$ cat src/rtl/imager_tx_pkg.sv
// Shared stream encodings, FIFO tags and state types for the imager_tx path.
package imager_tx_pkg;

    localparam int DTYPE_WIDTH = 4;

    localparam logic [DTYPE_WIDTH-1:0] DT_FRAME_START  = 4'h0;
    localparam logic [DTYPE_WIDTH-1:0] DT_FRAME_END    = 4'h1;
    localparam logic [DTYPE_WIDTH-1:0] DT_ROW_START    = 4'h2;
    localparam logic [DTYPE_WIDTH-1:0] DT_ROW_END      = 4'h3;
    localparam logic [DTYPE_WIDTH-1:0] DT_PIXEL        = 4'h4;
    localparam logic [DTYPE_WIDTH-1:0] DT_HEADER_START = 4'h8;
    localparam logic [DTYPE_WIDTH-1:0] DT_HEADER_DATA  = 4'h9;
    localparam logic [DTYPE_WIDTH-1:0] DT_HEADER_END   = 4'hA;

    localparam int TAG_W = 3;
    localparam logic [TAG_W-1:0] TAG_FS  = 3'd0;
    localparam logic [TAG_W-1:0] TAG_FE  = 3'd1;
    localparam logic [TAG_W-1:0] TAG_RS  = 3'd2;
    localparam logic [TAG_W-1:0] TAG_RE  = 3'd3;
    localparam logic [TAG_W-1:0] TAG_PIX = 3'd4;

    typedef enum logic [1:0] {
        WR_WAIT_FS = 2'd0,
        WR_PASS    = 2'd1,
        WR_DROP    = 2'd2
    } wr_state_t;

    typedef enum logic [1:0] {
        OS_IDLE   = 2'd0,
        OS_FRAME  = 2'd1,
        OS_LINE   = 2'd2,
        OS_VBLANK = 2'd3
    } out_state_t;

    function automatic logic is_stream_dtype(input logic [DTYPE_WIDTH-1:0] dt);
        return (dt == DT_FRAME_START) || (dt == DT_FRAME_END) || (dt == DT_ROW_START) ||
               (dt == DT_ROW_END) || (dt == DT_PIXEL);
    endfunction

    function automatic logic [TAG_W-1:0] dtype_to_tag(input logic [DTYPE_WIDTH-1:0] dt);
        logic [TAG_W-1:0] t;
        case (dt)
            DT_FRAME_START: t = TAG_FS;
            DT_FRAME_END:   t = TAG_FE;
            DT_ROW_START:   t = TAG_RS;
            DT_ROW_END:     t = TAG_RE;
            default:        t = TAG_PIX;
        endcase
        return t;
    endfunction

    // The counter releases on the cycle it reads zero, so loading n-1 yields exactly n cycles.
    function automatic logic [15:0] blank_load(input int n);
        return (n > 0) ? 16'(n - 1) : 16'd0;
    endfunction

endpackage

$ cat src/rtl/imager_tx_fifo.sv
// Synchronous show-ahead FIFO: rdata presents the head entry whenever empty is low.
module imager_tx_fifo
    import imager_tx_pkg::*;
#(
    parameter int WIDTH = 15,
    parameter int AW    = 5
) (
    input  logic             clki,
    input  logic             resetb_clki,
    input  logic             flush,
    input  logic             we,
    input  logic [WIDTH-1:0] wdata,
    input  logic             re,
    output logic [WIDTH-1:0] rdata,
    output logic             empty,
    output logic             full
);

    logic [WIDTH-1:0] mem_q [2**AW];
    logic [AW:0]      wr_ptr_q;
    logic [AW:0]      rd_ptr_q;
    logic             do_wr;
    logic             do_rd;

    assign empty = (wr_ptr_q == rd_ptr_q);
    assign full  = (wr_ptr_q[AW] != rd_ptr_q[AW]) && (wr_ptr_q[AW-1:0] == rd_ptr_q[AW-1:0]);
    assign do_rd = re && !empty;
    // A pop in the same cycle frees the slot, so a full FIFO can still accept a write.
    assign do_wr = we && (!full || do_rd);
    assign rdata = mem_q[rd_ptr_q[AW-1:0]];

    always_ff @(posedge clki or negedge resetb_clki) begin
        if (!resetb_clki) begin
            wr_ptr_q <= '0;
            rd_ptr_q <= '0;
        end else if (flush) begin
            wr_ptr_q <= '0;
            rd_ptr_q <= '0;
        end else begin
            if (do_wr) wr_ptr_q <= wr_ptr_q + 1'b1;
            if (do_rd) rd_ptr_q <= rd_ptr_q + 1'b1;
        end
    end

    always_ff @(posedge clki) begin
        if (do_wr) mem_q[wr_ptr_q[AW-1:0]] <= wdata;
    end

endmodule

$ cat src/rtl/imager_tx.sv
// Rebuilds sensor-style fv/lv/dv timing from the pipeline dtype stream, with enforced blanking.
//   state     | meaning
//   OS_IDLE   | fv low, waiting for FRAME_START at the FIFO head
//   OS_FRAME  | fv high, lv low; lead-in or horizontal blanking
//   OS_LINE   | fv and lv high; pixels streamed out
//   OS_VBLANK | fv low; minimum frame blanking
module imager_tx
    import imager_tx_pkg::*;
#(
    parameter int PIXEL_WIDTH = 12,
    parameter int DATA_WIDTH  = 16,
    parameter int FIFO_AW     = 5,
    parameter int FV_LEAD     = 4,
    parameter int HBLANK_MIN  = 8,
    parameter int VBLANK_MIN  = 16
) (
    input  logic                   clki,
    input  logic                   resetb_clki,
    input  logic                   enable,
    input  logic                   left_justify,
    input  logic                   stat_clear,
    input  logic                   dvi,
    input  logic [DTYPE_WIDTH-1:0] dtypei,
    input  logic [DATA_WIDTH-1:0]  datai,
    output logic                   fv,
    output logic                   lv,
    output logic                   dvo,
    output logic [PIXEL_WIDTH-1:0] datao,
    output logic                   overflow,
    output logic [15:0]            frame_count
);

    localparam int FW = PIXEL_WIDTH + TAG_W;

    logic                   dv_q;
    logic [DTYPE_WIDTH-1:0] dtype_q;
    logic [DATA_WIDTH-1:0]  data_q;
    logic                   in_keep;
    logic [TAG_W-1:0]       in_tag;
    logic [PIXEL_WIDTH-1:0] in_pix;

    logic                   fifo_we;
    logic                   fifo_re;
    logic                   fifo_flush;
    logic [FW-1:0]          fifo_rdata;
    logic                   fifo_empty;
    logic                   fifo_full;
    logic [TAG_W-1:0]       head_tag;
    logic [PIXEL_WIDTH-1:0] head_pix;

    wr_state_t              wr_state_q;
    logic                   abort_req_q;
    logic                   overflow_q;
    logic                   want_wr;
    logic                   room;
    logic                   abort_ack;

    out_state_t             os_q;
    logic [15:0]            cnt_q;
    logic                   fv_q;
    logic                   lv_q;
    logic                   dvo_q;
    logic [PIXEL_WIDTH-1:0] datao_q;
    logic [15:0]            frame_count_q;

    always_ff @(posedge clki or negedge resetb_clki) begin
        if (!resetb_clki) begin
            dv_q    <= 1'b0;
            dtype_q <= '0;
            data_q  <= '0;
        end else begin
            dv_q    <= dvi;
            dtype_q <= dtypei;
            data_q  <= datai;
        end
    end

    assign in_keep = dv_q && is_stream_dtype(dtype_q);
    assign in_tag  = dtype_to_tag(dtype_q);
    assign in_pix  = left_justify ? data_q[DATA_WIDTH-1 -: PIXEL_WIDTH] : data_q[PIXEL_WIDTH-1:0];

    imager_tx_fifo #(
        .WIDTH (FW),
        .AW    (FIFO_AW)
    ) u_fifo (
        .clki        (clki),
        .resetb_clki (resetb_clki),
        .flush       (fifo_flush),
        .we          (fifo_we),
        .wdata       ({in_tag, in_pix}),
        .re          (fifo_re),
        .rdata       (fifo_rdata),
        .empty       (fifo_empty),
        .full        (fifo_full)
    );

    assign head_tag = fifo_rdata[FW-1 -: TAG_W];
    assign head_pix = fifo_rdata[PIXEL_WIDTH-1:0];

    always_comb begin
        want_wr = 1'b0;
        case (wr_state_q)
            WR_WAIT_FS: want_wr = in_keep && (in_tag == TAG_FS) && enable;
            WR_PASS:    want_wr = in_keep;
            default:    want_wr = 1'b0;
        endcase
    end

    assign room    = !fifo_full || fifo_re;
    assign fifo_we = want_wr && room && !fifo_flush;

    always_ff @(posedge clki or negedge resetb_clki) begin
        if (!resetb_clki) begin
            wr_state_q  <= WR_WAIT_FS;
            abort_req_q <= 1'b0;
            overflow_q  <= 1'b0;
        end else begin
            case (wr_state_q)
                WR_WAIT_FS, WR_PASS: begin
                    if (want_wr) begin
                        if (!room) begin
                            overflow_q  <= 1'b1;
                            abort_req_q <= 1'b1;
                            wr_state_q  <= WR_DROP;
                        end else if (in_tag == TAG_FE) begin
                            wr_state_q <= WR_WAIT_FS;
                        end else begin
                            wr_state_q <= WR_PASS;
                        end
                    end
                end
                WR_DROP: begin
                    if (abort_ack) begin
                        abort_req_q <= 1'b0;
                        wr_state_q  <= WR_WAIT_FS;
                    end
                end
                default: wr_state_q <= WR_WAIT_FS;
            endcase
            if (stat_clear) overflow_q <= 1'b0;
        end
    end

    // An abort is only honoured once the truncated frame has fully drained.
    always_comb begin
        fifo_re   = 1'b0;
        abort_ack = 1'b0;
        case (os_q)
            OS_IDLE: begin
                fifo_re   = !fifo_empty;
                abort_ack = fifo_empty && abort_req_q;
            end
            OS_FRAME: begin
                if (fifo_empty)
                    abort_ack = abort_req_q;
                else if ((head_tag == TAG_RS) || (head_tag == TAG_PIX))
                    fifo_re = (cnt_q == '0);
                else
                    fifo_re = 1'b1;
            end
            OS_LINE: begin
                fifo_re   = !fifo_empty;
                abort_ack = fifo_empty && abort_req_q;
            end
            default: ;
        endcase
    end

    assign fifo_flush = abort_ack;

    always_ff @(posedge clki or negedge resetb_clki) begin
        if (!resetb_clki) begin
            os_q          <= OS_IDLE;
            cnt_q         <= '0;
            fv_q          <= 1'b0;
            lv_q          <= 1'b0;
            dvo_q         <= 1'b0;
            datao_q       <= '0;
            frame_count_q <= '0;
        end else begin
            dvo_q   <= 1'b0;
            datao_q <= '0;
            case (os_q)
                OS_IDLE: begin
                    fv_q <= 1'b0;
                    lv_q <= 1'b0;
                    if (fifo_re && (head_tag == TAG_FS)) begin
                        fv_q  <= 1'b1;
                        cnt_q <= blank_load(FV_LEAD);
                        os_q  <= OS_FRAME;
                    end
                end
                OS_FRAME: begin
                    if (cnt_q != '0) cnt_q <= cnt_q - 1'b1;
                    if (abort_ack) begin
                        fv_q  <= 1'b0;
                        lv_q  <= 1'b0;
                        cnt_q <= blank_load(VBLANK_MIN);
                        os_q  <= OS_VBLANK;
                    end else if (fifo_re) begin
                        case (head_tag)
                            TAG_RS: begin
                                lv_q <= 1'b1;
                                os_q <= OS_LINE;
                            end
                            TAG_PIX: begin
                                lv_q    <= 1'b1;
                                dvo_q   <= 1'b1;
                                datao_q <= head_pix;
                                os_q    <= OS_LINE;
                            end
                            TAG_FE: begin
                                fv_q          <= 1'b0;
                                cnt_q         <= blank_load(VBLANK_MIN);
                                frame_count_q <= frame_count_q + 1'b1;
                                os_q          <= OS_VBLANK;
                            end
                            default: ;
                        endcase
                    end
                end
                OS_LINE: begin
                    if (abort_ack) begin
                        fv_q  <= 1'b0;
                        lv_q  <= 1'b0;
                        cnt_q <= blank_load(VBLANK_MIN);
                        os_q  <= OS_VBLANK;
                    end else if (fifo_re) begin
                        case (head_tag)
                            TAG_PIX: begin
                                dvo_q   <= 1'b1;
                                datao_q <= head_pix;
                            end
                            TAG_RE: begin
                                lv_q  <= 1'b0;
                                cnt_q <= blank_load(HBLANK_MIN);
                                os_q  <= OS_FRAME;
                            end
                            TAG_FE: begin
                                lv_q          <= 1'b0;
                                fv_q          <= 1'b0;
                                cnt_q         <= blank_load(VBLANK_MIN);
                                frame_count_q <= frame_count_q + 1'b1;
                                os_q          <= OS_VBLANK;
                            end
                            default: ;
                        endcase
                    end
                end
                OS_VBLANK: begin
                    fv_q <= 1'b0;
                    lv_q <= 1'b0;
                    if (cnt_q == '0)
                        os_q <= OS_IDLE;
                    else
                        cnt_q <= cnt_q - 1'b1;
                end
                default: os_q <= OS_IDLE;
            endcase
            if (stat_clear) frame_count_q <= '0;
        end
    end

    assign fv          = fv_q;
    assign lv          = lv_q;
    assign dvo         = dvo_q;
    assign datao       = datao_q;
    assign overflow    = overflow_q;
    assign frame_count = frame_count_q;

endmodule

$ cat config.mk
export PLATFORM = sky130hd
export DESIGN_NAME = imager_tx
export DESIGN_NICKNAME = d
export VERILOG_FILES = /design/src/rtl/imager_tx_pkg.sv /design/src/rtl/imager_tx_fifo.sv /design/src/rtl/imager_tx.sv
export SDC_FILE = /design/constraint.sdc
export NUM_CORES = 1
export LEC_CHECK = 0
export CAP_MARGIN = 20
export CORE_AREA = 2 2 278 280
export DETAILED_ROUTE_END_ITERATION = 10
export DIE_AREA = 0 0 280 282
export SETUP_SLACK_MARGIN = 0.2
export SYNTH_ARGS = -nofsm -noshare
export SYNTH_HDL_FRONTEND = slang
export SYNTH_SLANG_ARGS = --single-unit
$ cat constraint.sdc
create_clock -name clki -period 6.5 [get_ports clki]
set_clock_uncertainty 0.1 [all_clocks]
set_input_delay 0.975 -clock clki [delete_from_list [all_inputs] [get_ports clki]]
set_output_delay 0.975 -clock clki [all_outputs]
set_load 0.01 [all_outputs]
**Word-level counts from Yosys, hierarchy flattened**

Memories as Yosys holds them, arrays and structs flattened.
Index checks and enable logic that the tools add are counted.

- Flip-flop bits (word level): 86
- RAM bits: 480
- Input bits: 26
- Output and inout port bits: 32
- Word-level logic and storage cells: 171
- Memories: 1

Memory list:

| name | words | bits a word | rd ports | clocked after Yosys merged registers in | write ports | line | RTL |
|---|---|---|---|---|---|---|---|
| u_fifo.mem_q | 32 | 15 | 1 | 0 | 1 | imager_tx_fifo.sv:19 | `logic [WIDTH-1:0] mem_q [2**AW];` |

- Add/subtract/negate cells: 4
- Equal/unequal tests: 33
- Multiplexer cells: 69
- Reduce and logical (&&, ||, !) cells: 49

Operator list:

| operator | count |
|---|---|
| $mux 16 | 13 |
| $pmux 16 s4 | 1 |
| $mux 12 | 5 |
| $pmux 16 s2 | 1 |
| $mux 1 | 25 |
| $mux 6 | 4 |
| $mux 2 | 9 |
| $add 16x1->16 const B | 1 |
| $logic_not 16->1 | 1 |
| $ne 2x2->1 const B | 8 |
| $reduce_and 4->1 | 4 |
| $reduce_bool 16->1 | 1 |
| $reduce_bool 2->1 | 8 |
| $sub 16x1->16 const B | 1 |
| $add 6x1->6 const B | 2 |
| $ne 3x3->1 const B | 4 |
| $pmux 2 s2 | 3 |
| $pmux 3 s4 | 1 |
| $reduce_or 2->1 | 6 |
| $logic_and 1x1->1 | 10 |
| $eq 4x2->1 const B | 2 |
| $pmux 1 s2 | 4 |
| $pmux 2 s4 | 1 |
| $logic_or 1x1->1 | 7 |
| 21 further kinds | 33 |

**Longest topological paths before layout**

- Depth in word-level cells: 14
- Gate-level depth with buffers: 14
- Mapped depth without buffers: 10

**By module**

A second synthesis with hierarchy kept.

- Cell total of the unflattened synthesis: 1514
- Area total of the unflattened synthesis: 23294.8 um^2

Modules (own cells, without submodules):

| module | times used | cells each | area an instance (um^2) | sequential area each (um^2) |
|---|---|---|---|---|
| imager_tx_fifo | 1 | 1126 | 19496.2 | 14714.1 |
| imager_tx | 1 | 388 | 3798.6 | 1851.8 |

**Worst setup path before layout**

OpenSTA, ideal clock, no wires.

- Kind: register to register
- From: register u_fifo.rd_ptr_q[0]
- To: memory u_fifo.mem_q[28][0] (enable)
- Library setup time: 0.386 ns
- Arrival time: 3.293 ns
- Required time: 6.014 ns
- Setup slack: 2.721 ns
- Stages on the path, launching flop included: 12
- Buffers on the path: 3
- Clock period less this slack: 3.779 ns
- Path through: dfrtp_1 -> buf_2 -> buf_6 -> mux4_2 -> a22o_1 -> a211oi_2 -> or2_2 -> clkbuf_1 -> xnor2_1 -> o21a_1 -> nand3_1 -> nor2_1

- Longest elaborated chain between the ends: 12
- Elaborated cells between the ends (all ways): 24
- Those cells by class: eq/ne (4); mux (7); reduce/logical (12); memory (1)

Ends and longest elaborated chain:

| item | line | RTL |
|---|---|---|
| start: declaration | imager_tx_fifo.sv:21 | `logic [AW:0] rd_ptr_q;` |
| start signal: assignment | imager_tx_fifo.sv:41 | `if (do_rd) rd_ptr_q <= rd_ptr_q + 1'b1;` |
| $mem_v2 32x15 | n/a |  |
| $eq 3x2->1 or $eq 3x3->1 (tied branches) | imager_tx.sv:156 | `else if ((head_tag == TAG_RS) \|\| (head_tag == TAG_PIX))` |
| $logic_or 1x1->1 | imager_tx.sv:156 |  |
| $mux 1 | imager_tx.sv:156 |  |
| $mux 1 | imager_tx.sv:154 | `if (fifo_empty)` |
| $pmux 1 s2 | imager_tx.sv:148 | `case (os_q)` |
| $logic_or 1x1->1 | imager_tx.sv:109 | `assign room = !fifo_full \|\| fifo_re;` |
| $logic_and 1x1->1 (2 in a row) | imager_tx.sv:110 | `assign fifo_we = want_wr && room && !fifo_flush;` |
| $logic_and 1x1->1 (*) | imager_tx_fifo.sv:29 | `assign do_wr = we && (!full \|\| do_rd);` |
| $mux 1 (*) | imager_tx_fifo.sv:46 | `if (do_wr) mem_q[wr_ptr_q[AW-1:0]] <= wdata;` |
| $mux 1 (not written as such) (*) | imager_tx_fifo.sv:46 |  |
| end: declaration | imager_tx_fifo.sv:19 |  |

Every way passes the cells marked *; elsewhere a longest branch is shown, timed or not.

**Worst setup path in the final report**

- From: register u_fifo.rd_ptr_q[0]
- To: memory u_fifo.mem_q[6][8] (enable)

Same word-level chain as after synthesis.

==> metrics.cfg <==
[run_status]
status=completed

[floorplanning]
io_pins=58
fp.dieW_um=280
dieArea_um2=79000
die_h_um=282
core_um2=75700
initial_core_util_pct=30.0
rows=101

[worst_setup_path]
arrival_ns=4.79
cp_max_fo=40
cp_data_required_time_ns=6.61
startpoint_type=register
worstSetupPathType=reg2reg
end_kind=register

[route]
drt-met1-wl_um=23200
ant_nets=0
highest_layer=met4
dr_wl_met3_um=3610
wl_met2_um=24400
routed_wl_um=52000
first_pass_iters=5
routedWlPerCell_um=22.6
drtIter0Drc=984
dr_total_vias=11400
viasPerCell=4.97
drc=0

[clock_tree]
numCtsBuffers=56
clk_latency_ns=0.60
cts_root_buf=clkbuf_16
clock_sinks=566
cts_tree=done
hold_buffers=0
clock_path_buffers=3
htree_levels=2
clk_pin_slew_ns=0.06
cts_resized=0
post_cts_buffers=0

[final_layout]
antenna_cells=0
fillCellCount=7006
drive_gt1_share_pct=22.9
area_delta_synth_final_pct=16.1
nNetsFinal=1318

[synth]
synth.largest_area_cell=edfxtp_1
synthCells=1189
yosys_register_bits=566
synth_area_leaders=edfxtp_1, mux4_2, dfrtp_1, nor2_1, mux2i_1
ys.flop_type=edfxtp_1
avgSynthCellArea_um2=19.1
yosysWarnings=0
ys_top_cells_by_count=edfxtp_1, mux4_2, dfrtp_1, nor2_1, clkbuf_1
synth.net_count=1229
yosysUniqueCellTypes=65
synth_top_area_share_pct=63.6
syn_area_um2=22700
async_flop_share_pct=15.2
yosysMostFrequentCell=edfxtp_1
yosysSeqAreaShare_pct=73.0
synth_edf_count=480

[placed_design]
gp_congestion=0.818
place_hpwl_um=32700
place_ws_ns=1.75
port_buffers=57

[grt]
grt_max_degree=67
grt_pass1_wl_um=77600
grt-ovfl-total=0
grt_pass1_vias=11700
antenna_found_initial=3
grt_usage_pct=13.3

[timing]
setup_violations=0
grt_setup_unrepaired=false
period_needed_ns=4.68
report.final.slew_viol_count=0
max_freq_mhz=213
whs_ns=0.199
worstMarginPinSlew_ns=1.07
setup_ws_ns=1.82
min_period_over_period_pct=72.1
max_slew_margin_pct=28.8
fin_setup_tns_ns=0
hold_viol=0

[power]
ir_drop_v=0.000200
leakage_nw=8.59
powerDensity_nw_per_um2=276
p_total_w=0.00726

[flow_run]
maxCapViolations=0

[min_path]
worstHoldPathType=in2async

-- critical path: stages (launching register included) --
cell and delay [ns]:
dfrtp_4 0.93, buf_4 0.60, mux4_2 0.34, nand2_1 0.07, a41o_1 0.40, nand3_1 0.21, o21a_1 0.26, nand3_1 0.50
nor2_2 0.84
-- cell families (layout without fill, tap and decap cells) --
group	after synthesis	count (layout)	share of synthesized area, %
flops	566	566	73.0
compound gates	103	103	3.13
xor+xnor	23	23	0.888
fa+ha+maj	14	14	0.772
buf+inv	76	210	1.41
mux	181	181	15.7
simple gates	226	226	5.04
-- flip-flops by register name, summed over array words and instances (netlist names), 2 cells and up --
signal and cells:
frame_count 16, cnt_q 16, wr_state_q 2, dtype_q 4
u_fifo.rd_ptr_q 6, os_q 2, data_q 16, u_fifo.mem_q 480
datao 12, u_fifo.wr_ptr_q 6
-- final cells by class --
type	instances	area [um2]	area share, %
flip-flops and latches	566	16600	62.9
well taps	978	1220	4.65
repair buffers	91	843	3.20
multi-input cells	547	5820	22.1
inverters	16	60.1	0.228
clock inverters	35	293	1.11
clock buffers	68	1520	5.77
-- metrics by stage --
step | area [um2] | utilization, % | std cells
2_1_floorplan | 22700 | - | 1189
3_3_place_gp | 24500 | 32.4 | 2197
3_5_place_dp | 24500 | 32.4 | 2197
4_1_cts | 26300 | 34.8 | 2300
5_1_grt | 26300 | 34.8 | 2301
6_report | 26300 | 34.8 | 2301
-- layout by cell type, fill, tap and decap left out, drive strengths merged, types with 9 or more instances in the layout --
cell type,instances
edfxtp,480
mux4,138
nor2,87
dfrtp,86
clkbuf,68
clkdlybuf4s50,56
buf,35
nand2,33
o21ai,27
clkinv,27
mux2i,25
nand3,18
mux2,18
a21oi,17
inv,17
xnor2,14
ha,14
nor3,12
nand4,10
and2,10
or3,9
xor2,9
nor4,9
-- report_power, final --
group          internal (W)  switching [W]
clock network       0.00182        0.00135
registers           0.00397     0.00000384
logic             0.0000210      0.0000924
-- final timing paths --
path | slack, ns | depth (start not counted) | start | endpoint
setup reg to reg | 1.82 | 8 | u_fifo.rd_ptr_q[0] | u_fifo.mem_q[6][8]
hold reg to reg | 0.37 | 1 | wr_state_q[1] | wr_state_q[0]
min in group clki | 0.37 | 1 | wr_state_q[1] | wr_state_q[0]
hold / removal | 0.20 | 1 | resetb_clki | datao[0]
max in group asynchronous | 4.81 | 2 | resetb_clki | u_fifo.rd_ptr_q[0]
setup / recovery | 1.82 | 8 | u_fifo.rd_ptr_q[0] | u_fifo.mem_q[6][8]
-- metal layers --
layer  global-route usage, %  vias to the layer above
li1                        -                     4992
met1                    18.7                     6038
met2                    20.9                      364
met3                    2.93                       49
met4                    3.14                        0
met5                       0                        -
No activity file was read; power rests on OpenSTA's default activity.
